File: src/rtl/tick_feature_window.sv
// Sliding window of saturated Q8.8 tick-to-tick price deltas, presented as a flat feature vector.
// Optional build macro TFW_SAT_CNT_EN adds a saturating count of clipped deltas on port sat_count.
module tick_feature_window #(
    parameter int unsigned PRICE_WIDTH  = 32,
    parameter int unsigned DATA_WIDTH   = 16,
    parameter int unsigned FRAC_BITS    = 8,
    parameter int unsigned NUM_FEATURES = 16,
    localparam int unsigned CNT_W       = $clog2(NUM_FEATURES + 1)
) (
    input  logic                               clk,
    input  logic                               rst,
    input  logic                               clear,
    input  logic                               in_valid,
    output logic                               in_ready,
    input  logic [PRICE_WIDTH-1:0]             in_price,
    output logic                               out_valid,
    input  logic                               out_ready,
    output logic [NUM_FEATURES*DATA_WIDTH-1:0] features_flat,
    output logic [CNT_W-1:0]                   fill_count
`ifdef TFW_SAT_CNT_EN
    ,
    output logic [15:0]                        sat_count
`endif
);

    localparam logic signed [PRICE_WIDTH:0] D_MAX =
        $signed((PRICE_WIDTH+1)'((64'd1 << (DATA_WIDTH - 1)) - 64'd1));
    localparam logic signed [PRICE_WIDTH:0] D_MIN = ~D_MAX;
    localparam logic [DATA_WIDTH-1:0]       SAT_POS = {1'b0, {(DATA_WIDTH-1){1'b1}}};
    localparam logic [DATA_WIDTH-1:0]       SAT_NEG = {1'b1, {(DATA_WIDTH-1){1'b0}}};
    localparam logic [CNT_W-1:0]            FILL_MAX = CNT_W'(NUM_FEATURES);

    if (NUM_FEATURES < 2 || FRAC_BITS >= DATA_WIDTH) begin : g_param_check
        $error("tick_feature_window: unsupported parameter set");
    end

    logic [DATA_WIDTH-1:0]        win [NUM_FEATURES];
    logic [PRICE_WIDTH-1:0]       prev_price;
    logic                         have_prev;

    logic                         accept;
    logic                         take_delta;
    logic                         clipped;
    logic signed [PRICE_WIDTH:0]  delta;
    logic [DATA_WIDTH-1:0]        delta_sat;
    logic [CNT_W-1:0]             fill_next;

    // Backpressure only while an unconsumed vector is held; clear blocks intake.
    assign in_ready   = !rst && !clear && (!out_valid || out_ready);
    assign accept     = in_valid && in_ready;
    assign take_delta = accept && have_prev;

    // Delta in (PRICE_WIDTH+1)-bit signed arithmetic, clipped to the feature range.
    always_comb begin
        delta     = $signed({1'b0, in_price}) - $signed({1'b0, prev_price});
        clipped   = 1'b0;
        delta_sat = DATA_WIDTH'(delta);
        if (delta > D_MAX) begin
            delta_sat = SAT_POS;
            clipped   = 1'b1;
        end else if (delta < D_MIN) begin
            delta_sat = SAT_NEG;
            clipped   = 1'b1;
        end
        fill_next = (fill_count == FILL_MAX) ? fill_count : fill_count + 1'b1;
    end

    // Window shift register and tick bookkeeping.
    always_ff @(posedge clk or posedge rst) begin
        if (rst) begin
            for (int k = 0; k < NUM_FEATURES; k++) win[k] <= '0;
            prev_price <= '0;
            have_prev  <= 1'b0;
            fill_count <= '0;
        end else if (clear) begin
            for (int k = 0; k < NUM_FEATURES; k++) win[k] <= '0;
            prev_price <= '0;
            have_prev  <= 1'b0;
            fill_count <= '0;
        end else if (accept) begin
            prev_price <= in_price;
            have_prev  <= 1'b1;
            if (have_prev) begin
                for (int k = NUM_FEATURES - 1; k > 0; k--) win[k] <= win[k-1];
                win[0]     <= delta_sat;
                fill_count <= fill_next;
            end
        end
    end

    // A new full vector replaces the old one on the same edge it is consumed.
    always_ff @(posedge clk or posedge rst) begin
        if (rst) begin
            out_valid <= 1'b0;
        end else if (clear) begin
            out_valid <= 1'b0;
        end else if (take_delta && fill_next == FILL_MAX) begin
            out_valid <= 1'b1;
        end else if (out_ready) begin
            out_valid <= 1'b0;
        end
    end

    for (genvar k = 0; k < NUM_FEATURES; k++) begin : g_flat
        assign features_flat[k*DATA_WIDTH +: DATA_WIDTH] = win[k];
    end

`ifdef TFW_SAT_CNT_EN
    always_ff @(posedge clk or posedge rst) begin
        if (rst) begin
            sat_count <= '0;
        end else if (clear) begin
            sat_count <= '0;
        end else if (take_delta && clipped && sat_count != 16'hFFFF) begin
            sat_count <= sat_count + 16'd1;
        end
    end
`endif

endmodule

File: config.mk
export PLATFORM = sky130hd
export DESIGN_NAME = tick_feature_window
export DESIGN_NICKNAME = d
export VERILOG_FILES = /design/src/rtl/tick_feature_window.sv
export SDC_FILE = /design/constraint.sdc
export NUM_CORES = 1
export LEC_CHECK = 0
export ABC_AREA = 1
export CAP_MARGIN = 20
export CORE_MARGIN = 1.5
export CORE_UTILIZATION = 35
export CTS_CLUSTER_DIAMETER = 120
export DETAILED_ROUTE_END_ITERATION = 16
export PLACE_DENSITY_LB_ADDON = 0.12
export SETUP_SLACK_MARGIN = 0.2
export SKIP_LAST_GASP = 1
export SYNTH_ARGS = -nofsm -noshare
export SYNTH_HDL_FRONTEND = slang
export SYNTH_SLANG_ARGS = --single-unit
File: constraint.sdc
create_clock -name clk -period 12.5 [get_ports clk]
set_input_delay 2.5 -clock clk [delete_from_list [all_inputs] [get_ports clk]]
set_output_delay 2.5 -clock clk [all_outputs]
set_load 0.02 [all_outputs]
==> results.tsv, run 1 <==
stage	metric	value	unit
clock_tree	clkTransAtPathRegs	0.06	ns
timing	rsz0062_at_grt	false	
floorplanning	initial_utilization	35.6	%
clock_tree	cts_tree	done	
critical_path	reg2reg_to	features_flat[52]	
route	via_per_inst	4.70	
synth	avgSynthCellArea	8.51	um^2
final_layout	final_cell_area	18400	um^2
route	dr_total_vias	11500	
route	ant_nets	0	
timing	timing.hold.ws	0.482	ns
timing	period_share	55.2	%
critical_path	critPathKind	input pin to primary output	
grt	antenna_found_initial	0	
synth	syn_area	13800	um^2
synth	synthArstFlopShare	100	%
critical_path	path_max_fanout	32	
critical_path	crit_end	in_ready	
synth	yosysTopAreaCellShare	53.5	%
pwr	p_total	2.23	mW
critical_path	cp-end-kind	primary output	
grt	grt_max_degree	162	
pwr	pwr_density_cell	121	nW/um^2
final_layout	stdcell_count	2442	
timing	slew_headroom	29.7	%
timing	setup_violations	0	
critical_path	arrival	4.40	ns
grt	grt_pass1_wl	66300	um
synth	synth_area_leaders	dfrtp_1, inv_1, o22ai_1, nand2_1, ha_1	
clock_tree	cts_resized	0	
placement	gp_congestion	0.856	
placement	dp_slack	5.59	ns
floorplanning	ios	300	
critical_path	critPathLaunch	clear	
critical_path	r2r_start	out_valid	
route	drt-initial-drc-count	704	
timing	worst_slew_pin_slew	1.05	ns
grt	overflow	0	
clock_tree	clk_latency	0.55	ns
pwr	ir_drop	0.0903	mV
timing	setup_ws	5.60	ns
critical_path	crit_top_cell	clkdlybuf4s50_1	
synth	synth_warnings	0	
timing	fin_setup_tns	0	ns
synth	synth_edf_count	0	
synth	synth.largest_area_cell	dfrtp_1	
clock_tree	post_cts_buffers	0	
grt	gr-usage-all-layers	20.9	%
timing	hold_viol_final	0	
flow_run	drv_cap	0	
final_layout	area_delta_synth_final	33.2	%
final_layout	fin_nets	1971	
route	wire_per_inst	17.3	um
critical_path	crit_slowest_cell	clkdlybuf4s50_1	
synth	synth_nets	1693	
timing	maxSlewViolCount	0	
clock_tree	clock-sinks	295	
critical_path	start_kind	input pin	
floorplanning	die_w	202	um
timing	skew	0.0178	ns
floorplanning	dieArea	40600	um^2
clock_tree	clock_tree.root_cell	clkbuf_16	
route	drt-total-wl	42400	um
clock_tree	clockBufferDepth	3	
critical_path	crit_chain	clkdlybuf4s50_1 > nor3_4 > buf_4 > clkdlybuf4s50_1	
synth	ys_seq_area_share	53.5	%
placement	port-buffer-count	299	
timing	min_period	6.90	ns
placement	dpl.hpwl	30600	um
clock_tree	cts_hold_buf	0	
floorplanning	fp-row-count	72	
final_layout	final_core_util	47.5	%
placement	dpl_cell_area	17200	um^2
floorplanning	core	38700	um^2
floorplanning	die_h	202	um
synth	synth-seq-cells	295	
grt	grt_pass1_vias	11400	
clock_tree	cts_buffers	35	
pwr	p_leak	8.28	nW
worst_hold_path	min_path_type	register to register	
synth	synth_cells	1621	
timing	fmax	0.145	GHz
route	drc_errors	0	
clock_tree	htree_levels	2	
final_layout	num_antenna_cells	0	
critical_path	critPathRequiredTime	10.00	ns
critical_path	ff2ff_setup_slack	8.58	ns
synth	synth_flop_cell	dfrtp_1	
route	first_pass_iters	4	
critical_path	worst_path_largest_cell_delay	0.68	ns
placement	dp.cells	2379	
final_layout	drive_above_1_share	6.91	%
run_status	outcome	finished clean	
synth	yosysUniqueCellTypes	37	
critical_path	reg2regPathDepth	11	
where the power goes:
part	total, mW	switching, mW	internal [mW]
clock	1.01	0.415	0.594
sequential	0.968	0.00450	0.964
combinational	0.253	0.172	0.0806
Yosys cell counts, types with 2 or more instances:
master / number
inv_1: 379
nand2_1: 324
dfrtp_1: 295
o22ai_1: 215
nand3_1: 67
o21ai_0: 64
clkbuf_1: 45
nor2_1: 45
ha_1: 34
nand2_2: 28
buf_2: 19
a21oi_1: 15
xor2_1: 15
inv_2: 14
nor2_2: 13
nand4_1: 8
nand3_2: 5
nand3b_1: 5
nor3_1: 4
nor3_2: 4
and2_1: 3
clkinv_1: 3
a21o_1: 2
buf_6: 2
layer usage:
layer	track usage, %	share of wire (%)	vias to the layer above
li1	-	-	5703
met1	29.2	47	5447
met2	32.5	45	281
met3	5.30	6.1	49
met4	4.88	1.8	0
met5	0	0	-
kinds of logic after synthesis:
kind of cell	after synthesis	share of synthesized area [%]
flip-flops	295	53.5
AO/OA/AOI/OAI	301	13.0
XOR/XNOR	16	1.02
AND/OR/NAND/NOR	511	16.3
adder cells (fa/ha/maj)	35	3.23
buffers and inverters	463	13.0
cell usage in the layout (no fill, tap or decap), drive strengths merged:
cell type        n
inv            395
nand2          353
clkdlybuf4s50  299
dfrtp          295
o22ai          215
nand3           72
o21ai           65
nor2            59
clkbuf          50
ha              34
a21oi           16
xor2            15
clkinv          10
buf              9
nand4            8
nor3             8
nand3b           6
and2             3
a21o             2
bufinv           2
or2              1
o21a             1
o31ai            1
and3             1
o21bai           1
xnor2            1
fa               1
clkinvlp         1
registers in the layout, indices dropped and copies added (netlist names):
| signal | flops |
|---|---|
| features_flat | 256 |
| out_valid | 1 |
| have_prev | 1 |
| fill_count | 5 |
| prev_price | 32 |
area by class of cell:
class | count | area (um^2)
fillers | 3799 | 20300
inverters | 396 | 1500
multi-input cells | 863 | 4640
repair buffers | 308 | 3080
clock inverters | 12 | 153
well taps | 518 | 648
flip-flops and latches | 295 | 7380
clock buffers | 50 | 982
worst max-delay path: cells and delay by family:
kind                   cells  cell delay, ns
and+or+nand+nor            1            0.25
buffers and inverters      3            1.63
worst min-delay path by stage:
stage / end / cells after the start / slack, ns / from
finish: features_flat[244] / 2 / 0.48 / features_flat[244]
global route: features_flat[247] / 2 / 0.51 / features_flat[247]
CTS: features_flat[255] / 2 / 0.49 / features_flat[255]
detailed placement: features_flat[244] / 2 / 0.47 / features_flat[244]
global placement: features_flat[242] / 2 / 0.47 / features_flat[242]
floorplan: prev_price[0] / 2 / 0.48 / prev_price[0]
Power figures use the tool's default switching activity.
==> inputs of run 2 (changes only) <==
Clock period 12.5 ns to 6.3 ns, I/O delays scaled along.
==> run 2 against run 1 <==
  * Worst hold slack improved by 0.011 ns
  * Global-route usage increased by 0.39 points
  * Non-clock buffer count increased by 2
  * Combinational power increased by 100%
  * Via count increased by 0.81%
  * Sequential power increased by 98%
  * Critical endpoint unchanged
  * Largest cell class unchanged
  * Largest power group unchanged
==> results.tsv, run 2 (same netlist as run 1, synthesis figures left out) <==
stage	metric	value	unit
timing	min_period	4.30	ns
timing	setup_violations	0	
floorplanning	die_h	202	um
grt	gr-usage-all-layers	21.3	%
worst_hold_path	min_path_type	register to register	
final_layout	num_antenna_cells	0	
placement	dp_slack	1.90	ns
final_layout	largest_reg_flops	256	
route	drc_errors	0	
clock_tree	cts_tree	done	
critical_path	path_max_fanout	7	
timing	skew	0.0265	ns
pwr	p_leak	8.29	nW
timing	fin_setup_tns	0	ns
clock_tree	post_cts_buffers	0	
clock_tree	clockBufferDepth	3	
grt	grt_max_degree	165	
final_layout	most-common-layout-cells	inv_1, nand2_1, clkdlybuf4s50_1	
floorplanning	fp-row-count	72	
timing	setup_ws	2.00	ns
critical_path	critPathRequiredTime	5.04	ns
route	dr_total_vias	11600	
floorplanning	die_w	202	um
timing	worst_slew_pin_slew	1.06	ns
placement	port-buffer-count	299	
critical_path	cp-end-kind	primary output	
timing	maxSlewViolCount	0	
clock_tree	clkTransAtPathRegs	0.06	ns
critical_path	worst_path_largest_cell_delay	0.76	ns
critical_path	cp_top_family	buffers and inverters	
pwr	ir_drop	0.169	mV
timing	timing.hold.ws	0.493	ns
route	drt-initial-drc-count	708	
critical_path	arrival	3.04	ns
critical_path	start_kind	input pin	
clock_tree	cts_resized	0	
placement	gp_congestion	0.861	
run_status	outcome	finished clean	
timing	slew_headroom	29.5	%
clock_tree	cts_buffers	34	
critical_path	crit_slowest_cell	clkdlybuf4s50_1	
route	via_per_inst	4.74	
pwr	pwr_density_cell	238	nW/um^2
route	first_pass_iters	4	
grt	antenna_found_initial	0	
floorplanning	ios	300	
route	drt-total-wl	42600	um
placement	dpl.hpwl	31500	um
clock_tree	clk_latency	0.55	ns
critical_path	crit_top_cell	clkdlybuf4s50_1	
final_layout	drive_above_1_share	6.92	%
critical_path	crit_chain	clkdlybuf4s50_1 > nor3_4 > clkdlybuf4s50_1	
floorplanning	core	38700	um^2
critical_path	critPathKind	input pin to primary output	
timing	rsz0062_at_grt	false	
route	wire_per_inst	17.5	um
critical_path	crit_buf_inv	2	
grt	grt_pass1_vias	11600	
timing	period_share	68.3	%
clock_tree	cts_hold_buf	0	
route	ant_nets	0	
timing	hold_viol_final	0	
clock_tree	htree_levels	2	
flow_run	drv_cap	0	
clock_tree	clock_tree.root_cell	clkbuf_16	
grt	grt_pass1_wl	67500	um
timing	fmax	0.233	GHz
grt	overflow	0	
final_layout	fin_nets	1972	
final_layout	final_common_cell	inv_1	
floorplanning	dieArea	40600	um^2
final_layout	area_delta_synth_final	33.3	%
clock_tree	clock-sinks	295	
floorplanning	initial_utilization	35.6	%
pwr	p_total	4.38	mW
==> run 2: final timing paths <==
kind                                    start                  to  slack [ns]  cells past startpoint
min in group asynchronous                 rst           out_valid        1.28                      2
hold / removal             features_flat[242]  features_flat[242]        0.49                      2
setup / recovery                        clear            in_ready        2.00                      3
setup reg to reg                    out_valid   features_flat[94]        3.34                      9
hold reg to reg            features_flat[242]  features_flat[242]        0.49                      2
max in group asynchronous                 rst   features_flat[30]        3.67                      3
==> run 2: per-stage QoR <==
stage / area [um^2] / utilization, % / cells
global route: 18400 / 47.5 / 2441
detailed placement: 17300 / 44.6 / 2381
finish: 18400 / 47.5 / 2441
CTS: 18400 / 47.4 / 2440
floorplan: 13800 / - / 1621
global placement: 17300 / 44.6 / 2381
==> run 2: report_power, final <==
part	switching (mW)	internal (mW)
logic	0.348	0.163
registers	0.00900	1.91
clock network	0.807	1.14
total	1.16	3.22
==> run 2: area by class of cell <==
class	instances	area [um^2]
multi-input cells	863	4640
fillers	3877	20300
inverters	396	1500
clock inverters	5	43.8
flip-flops and latches	295	7380
clock buffers	54	1050
repair buffers	310	3130
well taps	518	648
==> run 2: worst register-to-register path: stages, from the launching register on <==
cell,delay (ns)
dfrtp_1,0.36
inv_1,0.04
nor2_1,0.22
nor3_4,0.11
nand2_1,0.19
nor2_2,0.08
nor2_4,0.73
inv_6,0.45
buf_12,0.46
o22ai_1,0.22
==> run 2: routing by layer <==
| layer | share of wire [%] | global-route usage [%] |
|---|---|---|
| met1 | 48 | 30.5 |
| met2 | 44 | 32.2 |
| met3 | 6.0 | 5.10 |
| met4 | 2.1 | 5.36 |
| met5 | 0 | 0 |
==> inputs of run 3 (changes only) <==
Clock period 6.3 ns to 3.8 ns, I/O delays scaled along.
==> run 3 against run 2 <==
  * Routed wire length up 2.1%
  * Die area unchanged
  * Clock power grew 80%
  * Global-route usage up 0.083 points
  * First-iteration DRC count shrank 1.6%
  * Critical endpoint unchanged
  * Design area rose by 1.4%
  * Largest power group unchanged
  * Non-clock buffer count increased by 14
==> results.tsv, run 3 (same netlist as run 1, synthesis figures left out) <==
stage	metric	value	unit
critical_path	cp_top_family	buffers and inverters	
pwr	p_total	7.56	mW
critical_path	crit_chain	clkdlybuf4s50_1 > nor3_4 > clkdlybuf4s50_1	
grt	grt_pass1_vias	11700	
grt	grt_max_degree	90	
placement	port-buffer-count	299	
timing	setup_ws	0.573	ns
clock_tree	cts_hold_buf	0	
critical_path	reg2reg_to	features_flat[6]	
timing	setup_violations	0	
grt	gr-usage-all-layers	21.4	%
pwr	ir_drop	0.263	mV
critical_path	cp-end-kind	primary output	
critical_path	crit_top_cell	clkdlybuf4s50_1	
route	first_pass_iters	5	
clock_tree	clock-sinks	295	
timing	slew_headroom	49.7	%
final_layout	most-common-layout-cells	inv_1, nand2_1, clkdlybuf4s50_1	
worst_hold_path	min_path_type	register to register	
critical_path	crit_buf_inv	2	
route	ant_nets	0	
timing	maxSlewViolCount	0	
clock_tree	clk_latency	0.53	ns
clock_tree	clkTransAtPathRegs	0.05	ns
final_layout	final_common_cell	inv_1	
timing	rsz0062_at_grt	false	
clock_tree	cts_tree	done	
final_layout	stdcell_count	2456	
final_layout	largest_reg_flops	256	
floorplanning	ios	300	
grt	overflow	0	
final_layout	area_delta_synth_final	35.2	%
final_layout	num_antenna_cells	0	
timing	worst_slew_pin_slew	0.755	ns
floorplanning	initial_utilization	35.6	%
flow_run	drv_cap	0	
route	dr_total_vias	11700	
route	wire_per_inst	17.7	um
critical_path	arrival	2.47	ns
critical_path	critPathKind	input pin to primary output	
placement	gp_congestion	0.887	
timing	hold_viol_final	0	
critical_path	start_kind	input pin	
placement	dpl.hpwl	32700	um
critical_path	crit_slowest_cell	clkdlybuf4s50_1	
timing	period_share	84.9	%
pwr	pwr_density_cell	405	nW/um^2
route	drt-total-wl	43500	um
timing	min_period	3.23	ns
placement	dp.cells	2396	
floorplanning	core	38700	um^2
critical_path	r2r_start	prev_price[0]	
final_layout	drive_above_1_share	7.74	%
grt	antenna_found_initial	0	
critical_path	ff2ff_setup_slack	1.01	ns
floorplanning	die_h	202	um
critical_path	reg2regPathDepth	20	
critical_path	critPathRequiredTime	3.04	ns
worst_hold_path	hold_depth	2	
timing	fin_setup_tns	0	ns
clock_tree	clock_tree.root_cell	clkbuf_16	
grt	grt_pass1_wl	68100	um
clock_tree	cts_buffers	34	
pwr	p_leak	8.42	nW
clock_tree	cts_resized	0	
route	via_per_inst	4.77	
critical_path	path_max_fanout	4	
floorplanning	die_w	202	um
floorplanning	fp-row-count	72	
final_layout	fin_nets	1986	
clock_tree	clockBufferDepth	3	
timing	skew	0.0174	ns
clock_tree	post_cts_buffers	0	
run_status	outcome	finished clean	
route	drt-initial-drc-count	697	
final_layout	final_core_util	48.2	%
route	drc_errors	0	
critical_path	worst_path_largest_cell_delay	0.67	ns
worst_hold_path	min_to	features_flat[242]	
clock_tree	htree_levels	2	
timing	fmax	0.310	GHz
floorplanning	dieArea	40600	um^2
worst_hold_path	min-delay-start	features_flat[242]	
placement	dp_slack	0.116	ns
run 3: cell types whose count changed in the layout (fill, tap and decap cells not counted), moves of 2 or more:
cell | previous run | this run
buf_12 | 3 | 9
buf_4 | 7 | 16
bufinv_16 | 0 | 4
clkbuf_1 | 9 | 7
clkinv_2 | 3 | 1
run 3: power breakdown:
| part | switching [mW] | total, mW | internal, mW |
|---|---|---|---|
| logic | 0.587 | 0.873 | 0.286 |
| registers | 0.0156 | 3.18 | 3.17 |
| clock network | 1.36 | 3.51 | 2.15 |
| total | 1.96 | 7.56 | 5.61 |
run 3: metrics by stage:
step	area, um^2	hold WS [ns]
2_1_floorplan	13800	0.484
3_3_place_gp	17500	0.474
3_5_place_dp	17500	0.480
4_1_cts	18700	0.501
5_1_grt	18700	0.525
6_report	18700	0.498
run 3: worst max path at each step:
stage,start,end,cells after the start
finish,clear,in_ready,3
global route,in_price[0],features_flat[13],21
CTS,clear,in_ready,3
detailed placement,in_price[0],features_flat[6],22
global placement,in_price[0],features_flat[0],22
floorplan,rst,features_flat[0],1
run 3: layer usage:
layer	global-route usage (%)	up-vias	wire length, um	share of wire (%)
met1	31.3	5632	21000	48
met3	4.28	44	2540	5.8
met2	32.8	311	19300	44
met5	0	-	0	0
li1	-	5737	-	-
met4	4.32	0	621	1.4
run 3: final cells by class:
type | count | area [um^2]
Fill cell | 3761 | 20100
Clock inverter | 9 | 170
Clock buffer | 51 | 1030
Multi-Input combinational cell | 863 | 4640
Timing Repair Buffer | 324 | 3290
Sequential cell | 295 | 7380
Tap cell | 518 | 648
Inverter | 396 | 1500
run 3: worst reg2reg max path: stages, from the launching register on:
cell	delay (ns)
dfrtp_1	0.38
ha_1	0.21
fa_1	0.42
inv_1	0.14
nand3_1	0.08
nand3_1	0.14
nand2_1	0.07
nand2_1	0.11
nand2_1	0.08
nand2_1	0.07
nand2_1	0.04
nand2_1	0.08
nand3_1	0.08
nor2_1	0.11
nand2_1	0.05
nor2_1	0.08
nand2_1	0.09
nand2_2	0.23
nand2_1	0.10
nand2_1	0.07
nand2_1	0.05
